### src/rtl/byte_reg_bank.sv
// Bank of DEPTH x WIDTH registers loaded one byte per cycle, either by explicit
// register/lane address or by an auto-advancing stream pointer.
module byte_reg_bank #(
    parameter int unsigned WIDTH = 32,
    parameter int unsigned DEPTH = 4
) (
    input  logic                             clk,
    input  logic                             rst_n,
    input  logic                             wr_en,
    input  logic [7:0]                       wr_data,
    input  logic [$clog2(DEPTH)-1:0]         wr_reg,
    input  logic [$clog2(WIDTH/8)-1:0]       wr_sel,
    input  logic                             stream_mode,
    input  logic                             ptr_rst,
    input  logic                             clr_en,
    input  logic [$clog2(DEPTH)-1:0]         clr_reg,
    input  logic [$clog2(DEPTH)-1:0]         rd_reg,
    output logic [WIDTH-1:0]                 rd_data,
    output logic [DEPTH-1:0]                 valid,
    output logic [$clog2(WIDTH/8)-1:0]       byte_ptr,
    output logic [$clog2(DEPTH)-1:0]         reg_ptr,
    output logic                             word_done
);

    localparam int unsigned BYTES = WIDTH / 8;
    localparam int unsigned BW    = $clog2(BYTES);
    localparam int unsigned RW    = $clog2(DEPTH);

    typedef enum logic [0:0] {StIdle, StFill} mode_e;

    logic [WIDTH-1:0] mem_q  [DEPTH];
    logic [WIDTH-1:0] mem_d  [DEPTH];
    logic [BYTES-1:0] mask_q [DEPTH];
    logic [BYTES-1:0] mask_d [DEPTH];

    logic [BW-1:0] byte_ptr_q, byte_ptr_d;
    logic [RW-1:0] reg_ptr_q, reg_ptr_d;
    logic          word_done_q, word_done_d;

    mode_e         mode;
    logic          stream_wr;
    logic          addr_wr;
    logic          do_wr;
    logic [RW-1:0] tgt_reg;
    logic [BW-1:0] tgt_sel;

    always_comb begin
        mode      = stream_mode ? StFill : StIdle;
        stream_wr = (mode == StFill) && wr_en && !ptr_rst;
        addr_wr   = (mode == StIdle) && wr_en &&
                    (int'(wr_reg) < int'(DEPTH)) && (int'(wr_sel) < int'(BYTES));
        do_wr     = stream_wr || addr_wr;
        tgt_reg   = (mode == StFill) ? reg_ptr_q : wr_reg;
        tgt_sel   = (mode == StFill) ? byte_ptr_q : wr_sel;
    end

    // Clear is applied after the write so a same-register collision drops the write.
    always_comb begin
        for (int r = 0; r < int'(DEPTH); r++) begin
            mem_d[r]  = mem_q[r];
            mask_d[r] = mask_q[r];
            for (int b = 0; b < int'(BYTES); b++) begin
                if (do_wr && int'(tgt_reg) == r && int'(tgt_sel) == b) begin
                    mem_d[r][8*b +: 8] = wr_data;
                    mask_d[r][b]       = 1'b1;
                end
            end
            if (clr_en && int'(clr_reg) == r) begin
                mem_d[r]  = '0;
                mask_d[r] = '0;
            end
        end
    end

    always_comb begin
        byte_ptr_d  = byte_ptr_q;
        reg_ptr_d   = reg_ptr_q;
        word_done_d = 1'b0;
        if (ptr_rst) begin
            byte_ptr_d = '0;
            reg_ptr_d  = '0;
        end else if (stream_wr) begin
            if (int'(byte_ptr_q) == int'(BYTES) - 1) begin
                byte_ptr_d  = '0;
                word_done_d = 1'b1;
                reg_ptr_d   = (int'(reg_ptr_q) == int'(DEPTH) - 1) ? '0 : reg_ptr_q + RW'(1);
            end else begin
                byte_ptr_d = byte_ptr_q + BW'(1);
            end
        end
    end

    always_ff @(posedge clk or negedge rst_n) begin
        if (!rst_n) begin
            for (int r = 0; r < int'(DEPTH); r++) begin
                mem_q[r]  <= '0;
                mask_q[r] <= '0;
            end
            byte_ptr_q  <= '0;
            reg_ptr_q   <= '0;
            word_done_q <= 1'b0;
        end else begin
            for (int r = 0; r < int'(DEPTH); r++) begin
                mem_q[r]  <= mem_d[r];
                mask_q[r] <= mask_d[r];
            end
            byte_ptr_q  <= byte_ptr_d;
            reg_ptr_q   <= reg_ptr_d;
            word_done_q <= word_done_d;
        end
    end

    always_comb begin
        rd_data = '0;
        for (int r = 0; r < int'(DEPTH); r++) begin
            if (int'(rd_reg) == r) rd_data = mem_q[r];
        end
        for (int r = 0; r < int'(DEPTH); r++) begin
            valid[r] = &mask_q[r];
        end
    end

    assign byte_ptr  = byte_ptr_q;
    assign reg_ptr   = reg_ptr_q;
    assign word_done = word_done_q;

endmodule
### config.mk
export PLATFORM = sky130hd
export DESIGN_NAME = byte_reg_bank
export DESIGN_NICKNAME = d
export VERILOG_FILES = /design/src/rtl/byte_reg_bank.sv
export SDC_FILE = /design/constraint.sdc
export NUM_CORES = 1
export LEC_CHECK = 0
export ABC_AREA = 1
export CAP_MARGIN = 20
export CORE_MARGIN = 2
export CORE_UTILIZATION = 60
export CTS_BUF_LIST = sky130_fd_sc_hd__clkbuf_8
export DETAILED_ROUTE_END_ITERATION = 10
export GPL_ROUTABILITY_DRIVEN = 0
export MAX_ROUTING_LAYER = met4
export PLACE_DENSITY = 0.89
export REMOVE_ABC_BUFFERS = 1
export SYNTH_ARGS = -nofsm -noshare
export SYNTH_HDL_FRONTEND = slang
export SYNTH_SLANG_ARGS = --single-unit
### constraint.sdc
create_clock -name clk -period 1.8 [get_ports clk]
set_clock_uncertainty 0.2 [all_clocks]
set_input_delay 0.36 -clock clk [delete_from_list [all_inputs] [get_ports clk]]
set_output_delay 0.36 -clock clk [all_outputs]
set_load 0.1 [all_outputs]
==> summary.md, run 1 <==
| Metric | Value |
|---|---|
| Status | aborted with a tool error |
| Starting density of the core | 0.613 |
| Distinct cells, synth | 24 |
| I/O pins | 63 |
| Die H | 115 µm |
| All-layer global routing usage | 0.762 |
| H-Tree Depth | 4 |
| Number of synthesized register bits | 149 |
| Syn. warnings | 0 |
| Die span in x | 115 µm |
| Setup Slack @ Placement | -0.654 ns |
| Worst endpoint type | top-level output |
| Err | [ERROR GRT-0232] Routing congestion too high. Check the congestion heatmap in the GUI. |
| Clock root buffer | clkbuf_8 |
| Cell Rows | 40 |
| Mapped Cells | 920 |
| Stop stage | global routing |
| Sequential-to-total area share from yosys stat | 0.506 |
| Post-synthesis cell area | 0.00737 mm² |
| Number of I/O port buffers | 62 |
| Total CTS buffers | 17 |
| Post-GRT worst EP | rd_data[31] |
| Post-DP HPWL | 17.5 mm |
| Mean post-synth cell area | 8.01 µm² |
| CTS Sinks | 149 |
| Clock buffer depth | 2 |
| Grt total ovfl | 10 |
| Placed Instance Area | 0.00930 mm² |
| Largest net degree at the start of global routing | 36 |
## cells in the mapped netlist
cell type	n	share of area
a21oi_1	16	0.011
buf_4	1	0.0010
buf_6	1	0.0015
clkbuf_1	28	0.014
clkinv_2	6	0.0041
dfrtp_1	149	0.51
ha_1	2	0.0034
inv_1	51	0.026
inv_2	5	0.0025
inv_4	1	0.00085
nand2_1	414	0.21
nand2_2	7	0.0059
nand2_4	2	0.0031
nand2_8	2	0.0054
nand3_1	133	0.090
nand3_2	10	0.014
nand3_4	6	0.014
nand4_1	32	0.027
nor2_1	28	0.014
nor2_4	6	0.0092
nor2_8	10	0.027
nor4_1	4	0.0034
o21ai_0	5	0.0034
o21ai_2	1	0.0012
## metal layers
layer / GRT overflow / GRT usage
met2: 7 / 0.892
met5: - / -
met4: 3 / 0.721
met3: 0 / 0.611
met1: 0 / 0.764
## stage by stage
step	hold slack, ns	utilization	instances
2_1_floorplan	-0.136	-	890
4_1_cts	0.161	0.862	1270
3_3_place_gp	0.0747	0.774	1190
3_5_place_dp	0.0794	0.774	1190
## repair_timing
item | in CTS
endpoints found under the hold margin | 149
gates resized for setup | 69
pin swaps | 81
setup buffers | 41
hold buffers | 1
setup endpoints to repair | 76
cloned | 7
## cells by family after synthesis
family,after synthesis,share of synthesized area
simple gates,654,0.425
compound gates,22,0.0155
flops,149,0.506
fa+ha+maj,2,0.00340
buf+inv,93,0.0503
==> run 2: changes to the inputs <==
- CORE_UTILIZATION: 60 -> 40
- CTS_BUF_LIST: sky130_fd_sc_hd__clkbuf_8 -> not set
- MAX_ROUTING_LAYER: met4 -> not set
- PLACE_DENSITY: 0.89 -> not set
- PLACE_DENSITY_LB_ADDON: not set -> 0.15
==> run 2 against run 1 <==
Net effect: the flow now finishes, with violations (negative setup slack); synthesized area is the same; synthesized cell count is the same.
==> summary.md, run 2 <==
| Metric | Value |
|---|---|
| TritonRoute pass-1 iters | 5 |
| CTS Sinks | 149 (unchanged) |
| Biggest regs | mem_q (128), mask_q (16) |
| CTS tree | done |
| Setup Slack @ Placement | -0.597 ns (+0.0572 ns) |
| Worst vdd ir | 690 µV |
| Max_cap viols | 0 |
| Mapped Cells | 920 (unchanged) |
| Share of layout cells above drive strength 1 | 0.281 |
| Post-synthesis cell area | 0.00737 mm² (unchanged) |
| Final period demand of the worst path | 2.01 ns |
| Sequential share of power | 0.392 |
| All-layer global routing usage | 0.281 |
| Most frequent cells in the layout | nand2_1 (383), dfrtp_1 (149), nand3_1 (133) |
| Syn-to-layout area delta | 46.7% |
| Mean post-synth cell area | 8.01 µm² (unchanged) |
| Clock root buffer | clkbuf_16 |
| Routed via count | 7294 |
| Post-DP HPWL | 17.8 mm (+1.4%) |
| Commonest cells post-synth | nand2_1 (414), dfrtp_1 (149), nand3_1 (133) |
| CP Max Fanout | 7 |
| Min-delay worst type | primary input to async pin |
| Die span in x | 140 µm (+22%) |
| FILL cells | 1593 |
| Worst path most repeated cell | buf_12 |
| Initial DRC count | 769 |
| Initial antenna violation count | 0 |
| Count leader, synth | nand2_1 |
| Grt total ovfl | 0 |
| Worst Hold Slack | 0.149 ns |
| Unrepaired setup endpoints after global routing | true |
| P_int | 6.65 mW |
| Worst Setup End Kind | primary output |
| Clock power share | 0.371 |
| Final worst setup slack | -0.214 ns |
| Worst path slowest cell | buf_12 |
| Comb pwr share | 0.237 |
| Syn. warnings | 0 (unchanged) |
| Arrival time at the worst endpoint | 1.45 ns |
| R2R Setup Slk | 0.09 ns |
| Net Sw Power | 3.17 mW |
| CP Launch Type | primary input |
| First-pass GRT wire length | 41.4 mm |
| Worst Setup Path Type | primary input to primary output |
| Vias per cell | 5.39 |
| Core area | 0.0180 mm² |
| Largest net degree at the start of global routing | 54 |
| Crit path cell chain | buf_8 > buf_6 > nor2_4 > buf_12 > buf_12 > nand2_1 > nand4_1 > buf_12 |
| Number of I/O port buffers | 62 (unchanged) |
| Setup TNS | -5.38 ns |
| Ys flop type | dfrtp_1 |
| Number of synthesized register bits | 149 (unchanged) |
| Biggest register | mem_q |
| Worst Tran Pin Value | 0.475 ns |
| Leak | 5.66 nW |
| Starting density of the core | 0.409 (-0.205) |
| Distinct cells, synth | 24 (unchanged) |
| Nets | 1136 |
| Total Wirelength | 27.0 mm |
| Status | finished with violations |
| Fmax | 496 MHz |
| Final Slew Violations | 0 |
| Inserted Diodes | 0 |
| Die area | 0.0195 mm² |
| Worst path bufs/invs | 5 |
| Setup Viol. Count Final | 36 |
| H-Tree Depth | 4 (unchanged) |
| Average wire per standard cell | 20.0 µm |
| Cell Rows | 49 (+23%) |
| Sequential-to-total area share from yosys stat | 0.506 (unchanged) |
| Async SR Flop Fraction | 1.00 (unchanged) |
| Clock transition at path regs | 0.06 ns |
| Tcrit/Tclk final | 1.12 |
| Worst EP required | 1.24 ns |
| Clk_lat worst skew | 0.42 ns |
| Leading area contributor after synthesis | dfrtp_1 |
| Total CTS buffers | 17 (unchanged) |
| P per Cell Area | 908 mW/mm² |
| Delay-heaviest family, CP | buffers and inverters |
| ANT nets after route | 0 |
| Post-synth top area share | 0.506 (unchanged) |
| I/O pins | 63 (unchanged) |
| Final hold vios | 0 |
| Largest cells by area after synthesis | dfrtp_1 (51%), nand2_1 (21%), nand3_1 (9.0%), nand4_1 (2.7%), nor2_8 (2.7%) |
| Sw frac | 0.323 |
| Failing checks | negative setup slack |
| Die H | 140 µm (+22%) |
| Post-synth EDFFs | 0 (unchanged) |
| # DRC | 0 |
| Commonest non-fill, non-tap cell in the layout | nand2_1 |
| Vias in the first global route | 7128 |
| Clock buffer depth | 2 (unchanged) |
| Max reg flops | 128 |
| Slew HR | 0.683 |
| Critical Path Max Stage Delay | 0.20 ns |
[run 2: cell counts after synthesis]
Identical to the previous run, type by type.
[run 2: layer usage]
layer	track usage	routed length, µm
met2	0.434	12400
met4	0.115	888
met5	0	0
met3	0.0530	2300
met1	0.391	11400
[run 2: power by group through the flow]
stage                     logic [mW]  registers, mW  clock network [mW]
final                           2.33           3.85                3.64
after global routing            2.46           3.88                3.80
after floorplan                 1.19           3.85                   0
after global placement          2.10           3.88                   0
after detailed placement        2.12           3.88                   0
after CTS                       2.29           3.83                3.67
[run 2: worst paths after layout]
check / depth (start not counted) / endpoint / startpoint
min in group clk: 2 / mem_q[76]$_DFFE_PN0P_ / mem_q[76]$_DFFE_PN0P_
worst max register to register: 7 / mem_q[85]$_DFFE_PN0P_ / byte_ptr[0]$_DFFE_PN0P_
max in group asynchronous: 3 / mem_q[101]$_DFFE_PN0P_ / rst_n
worst min register to register: 2 / mem_q[76]$_DFFE_PN0P_ / mem_q[76]$_DFFE_PN0P_
worst min-delay path: 2 / mask_q[2]$_DFFE_PN0P_ / rst_n
worst max-delay path: 8 / rd_data[24] / rd_reg[1]
[run 2: area by class of cell]
| cell class | count | area (µm²) | share of cell area |
|---|---|---|---|
| Clock buffer | 19 | 453 | 0.0419 |
| Inverter | 63 | 267 | 0.0247 |
| Sequential cell | 149 | 3730 | 0.345 |
| Timing Repair Buffer | 202 | 2500 | 0.232 |
| Clock inverter | 13 | 148 | 0.0137 |
| Multi-Input combinational cell | 679 | 3420 | 0.317 |
| Tap cell | 229 | 287 | 0.0265 |
[run 2: what timing repair did]
action | CTS | global route
gates cloned | 8 | 1
endpoints found under the setup margin | 87 | 51
setup buffers | 16 | 5
gates resized for setup | 72 | 18
pin swaps | 42 | 27
hold buffers | 1 | 0
endpoints found under the hold margin | 149 | 0
[run 2: kinds of logic after synthesis]
| kind of cell | Yosys count | synth area share |
|---|---|---|
| AND/OR/NAND/NOR | 654 | 0.425 |
| buffers and inverters | 93 | 0.0503 |
| adder cells (fa/ha/maj) | 2 | 0.00340 |
| AO/OA/AOI/OAI | 22 | 0.0155 |
| flip-flops | 149 | 0.506 |
[run 2: per-stage QoR]
stage	total power, mW	std cells	utilization	area [µm²]
after floorplan	5.04	890	-	7240
after global placement	5.98	1292	0.531	9580
after detailed placement	6.00	1292	0.531	9580
after CTS	9.80	1349	0.595	10700
after global routing	10.1	1354	0.600	10800
final	9.82	1354	0.600	10800
Power figures use the tool's default switching activity.
==> run 3: changes to the inputs <==
- CORE_MARGIN: 2 -> not set
- CTS_CLUSTER_SIZE: not set -> 16
==> run 3 against run 2 <==
Net effect: the flow still finishes with violations (negative setup slack); worst setup slack improved by 0.040 ns; sequential share of layout area decreased by 0.63 points; routed wire length grew 4.2%; fmax rose by 2.0%; first-iteration DRC count down 0.26%; total power rose by 0.23%; non-clock buffer count shrank 1; worst hold slack worse by 0.0074 ns; flip-flop and latch count stayed put; die area down 2.8%; largest cell class unchanged.
==> summary.md, run 3 (synthesized netlist as in run 2, its figures left out) <==
| Metric | Value |
|---|---|
| Die H | 138 µm (-1.4%) |
| ANT nets after route | 0 (unchanged) |
| R2R Setup Slk | 0.06 ns (-0.03 ns) |
| I/O pins | 63 (unchanged) |
| Stages on the worst setup path | 4 (-4) |
| Leak | 5.91 nW (+4.4%) |
| Clock buffer depth | 2 (unchanged) |
| Final period demand of the worst path | 1.97 ns (-0.0401 ns) |
| CP endpoint | valid[0] |
| Post-layout util | 0.611 (+0.0112) |
| Worst vdd ir | 707 µV (+2.5%) |
| P_int | 6.65 mW (about the same) |
| Routed via count | 7363 (+0.95%) |
| Comb pwr share | 0.245 (+0.008) |
| First-pass GRT wire length | 43.0 mm (+3.8%) |
| Worst path slowest cell | dfrtp_1 |
| Most frequent cells in the layout | nand2_1 (349), dfrtp_1 (149), nand3_1 (133) |
| Placed Instance Area | 0.00958 mm² (about the same) |
| Starting density of the core | 0.409 (unchanged) |
| Worst Tran Pin Value | 0.435 ns (-0.0402 ns) |
| Final Slew Violations | 0 (unchanged) |
| Initial antenna violation count | 0 (unchanged) |
| Clock transition at path regs | 0.06 ns (about the same) |
| Die span in x | 138 µm (-1.4%) |
| Syn-to-layout area delta | 49.5% |
| Final hold vios | 0 (unchanged) |
| Status | finished with violations |
| H-Tree Depth | 4 (unchanged) |
| Clk_lat worst skew | 0.44 ns (+0.02 ns) |
| Core area | 0.0180 mm² (unchanged) |
| Worst EP required | 1.24 ns (about the same) |
| Biggest regs | mem_q (128), mask_q (16) |
| Delay-heaviest family, CP | buffers and inverters |
| Setup Viol. Count Final | 36 (unchanged) |
| Worst Setup End Kind | primary output |
| Slew HR | 0.710 (+0.0268) |
| Critical Path Source | mask_q[14]$_DFFE_PN0P_ |
| Nets | 1134 (-0.18%) |
| Pwr Total | 9.84 mW (+0.23%) |
| Min-delay worst type | primary input to async pin |
| Total Wirelength | 28.2 mm (+4.2%) |
| Setup Slack @ Placement | -0.573 ns (+0.0240 ns) |
| Sequential share of power | 0.394 (+0.002) |
| Post-DP HPWL | 17.8 mm (+0.38%) |
| Unrepaired setup endpoints after global routing | true |
| Die area | 0.0190 mm² (-2.8%) |
| Worst Setup Path Type | flip-flop to primary output |
| Largest net degree at the start of global routing | 36 (-33%) |
| Worst r2r src | reg_ptr[1]$_DFFE_PN0P_ |
| Crit path cell chain | inv_2 > nor4_4 > buf_4 > buf_12 |
| CP Max Fanout | 2 (-5) |
| Critical Path Max Stage Delay | 0.33 ns (+0.13 ns) |
| # DRC | 0 (unchanged) |
| Final instance area | 0.0110 mm² (+1.9%) |
| Total CTS buffers | 17 (unchanged) |
| FF-to-FF End | mem_q[123]$_DFFE_PN0P_ |
| Grt total ovfl | 0 (unchanged) |
| Share of layout cells above drive strength 1 | 0.308 (+0.0275) |
| Initial DRC count | 767 (-0.26%) |
| Tcrit/Tclk final | 1.10 (-0.0223) |
| Worst path bufs/invs | 3 (-2) |
| Final worst setup slack | -0.174 ns (+0.0401 ns) |
| Cell Rows | 49 (unchanged) |
| TritonRoute pass-1 iters | 5 (unchanged) |
| Arrival time at the worst endpoint | 1.41 ns (-0.04 ns) |
| Clock power share | 0.361 (-0.010) |
| Max reg flops | 128 (unchanged) |
| Biggest register | mem_q |
| All-layer global routing usage | 0.317 (+0.0353) |
| Failing checks | negative setup slack |
| Sw frac | 0.324 (+0.00168) |
| Number of I/O port buffers | 62 (unchanged) |
| CTS Sinks | 149 (unchanged) |
| CTS tree | done |
| Average wire per standard cell | 20.8 µm (+4.4%) |
| R2R cell count | 7 (unchanged) |
| Clock root buffer | clkbuf_16 |
| Vias in the first global route | 7393 (+3.7%) |
| Inserted Diodes | 0 (unchanged) |
| Commonest non-fill, non-tap cell in the layout | nand2_1 |
| P per Cell Area | 894 mW/mm² (-1.6%) |
| Net Sw Power | 3.19 mW (+0.75%) |
| CP Launch Type | flip-flop |
| Max_cap viols | 0 (unchanged) |
| Vias per cell | 5.45 (+1.2%) |
| Fmax | 507 MHz (+2.0%) |
[run 3: cell types whose count changed in the layout (fill, tap and decap cells not counted), moves of 3 or more]
cell | before | now
inv_6 | 5 | 1
clkbuf_1 | 0 | 3
clkinv_2 | 5 | 10
nand2_4 | 6 | 23
buf_12 | 62 | 65
nand2_1 | 383 | 349
buf_6 | 8 | 5
nand2_2 | 34 | 50
[run 3: power groups by stage]
stage               Sequential, mW  Clock [mW]  Combinational (mW)
floorplan                     3.85           0                1.19
CTS                           3.84        3.56                2.34
global route                  3.91        3.71                2.54
global placement              3.88           0                2.12
finish                        3.87        3.56                2.41
detailed placement            3.88           0                2.13
[run 3: worst register-to-register path: stages (launching register included)]
cell     delay [ns]
dfrtp_1        0.40
nand2_1        0.09
nand2_2        0.09
nor2_8         0.31
nand2_2        0.12
nor2_4         0.25
nand2_1        0.13
nand2_1        0.09
[run 3: what timing repair did]
action	4_1_cts	5_1_grt
cloned	10	1
endpoints found under the hold margin	149	0
pin swaps	41	41
hold buffers	1	0
resized for setup	89	65
setup buffers	16	12
endpoints found under the setup margin	170	66
[run 3: layout make-up]
type / count / area (µm²)
Fill cell: 1540 / 7010
Inverter: 63 / 267
Sequential cell: 149 / 3730
Clock inverter: 9 / 104
Timing Repair Buffer: 201 / 2550
Clock buffer: 22 / 464
Tap cell: 229 / 287
Multi-Input combinational cell: 678 / 3610
[run 3: worst min-delay path by stage]
stage and endpoint:
3_3_place_gp mem_q[28]$_DFFE_PN0P_, 3_5_place_dp mem_q[28]$_DFFE_PN0P_, 2_1_floorplan byte_ptr[0]$_DFFE_PN0P_, 5_1_grt mem_q[52]$_DFFE_PN0P_
4_1_cts mem_q[28]$_DFFE_PN0P_, 6_report mem_q[28]$_DFFE_PN0P_
[run 3: routing by layer]
layer  vias up  track usage  part of all wire
met4         0        0.153             0.040
met3        81       0.0519             0.075
met2       367        0.493              0.46
li1       3333            -                 -
met1      3582        0.429              0.42
met5         -            0                 0
[run 3: through the flow]
stage               setup TNS, ns  hold WS [ns]  std cells
global placement           -86.56        0.0369       1286
detailed placement         -88.00        0.0333       1286
CTS                         -5.24         0.144       1344
floorplan                 -112.81        -0.136        890
finish                      -4.47         0.141       1351
global route                -5.61         0.167       1351
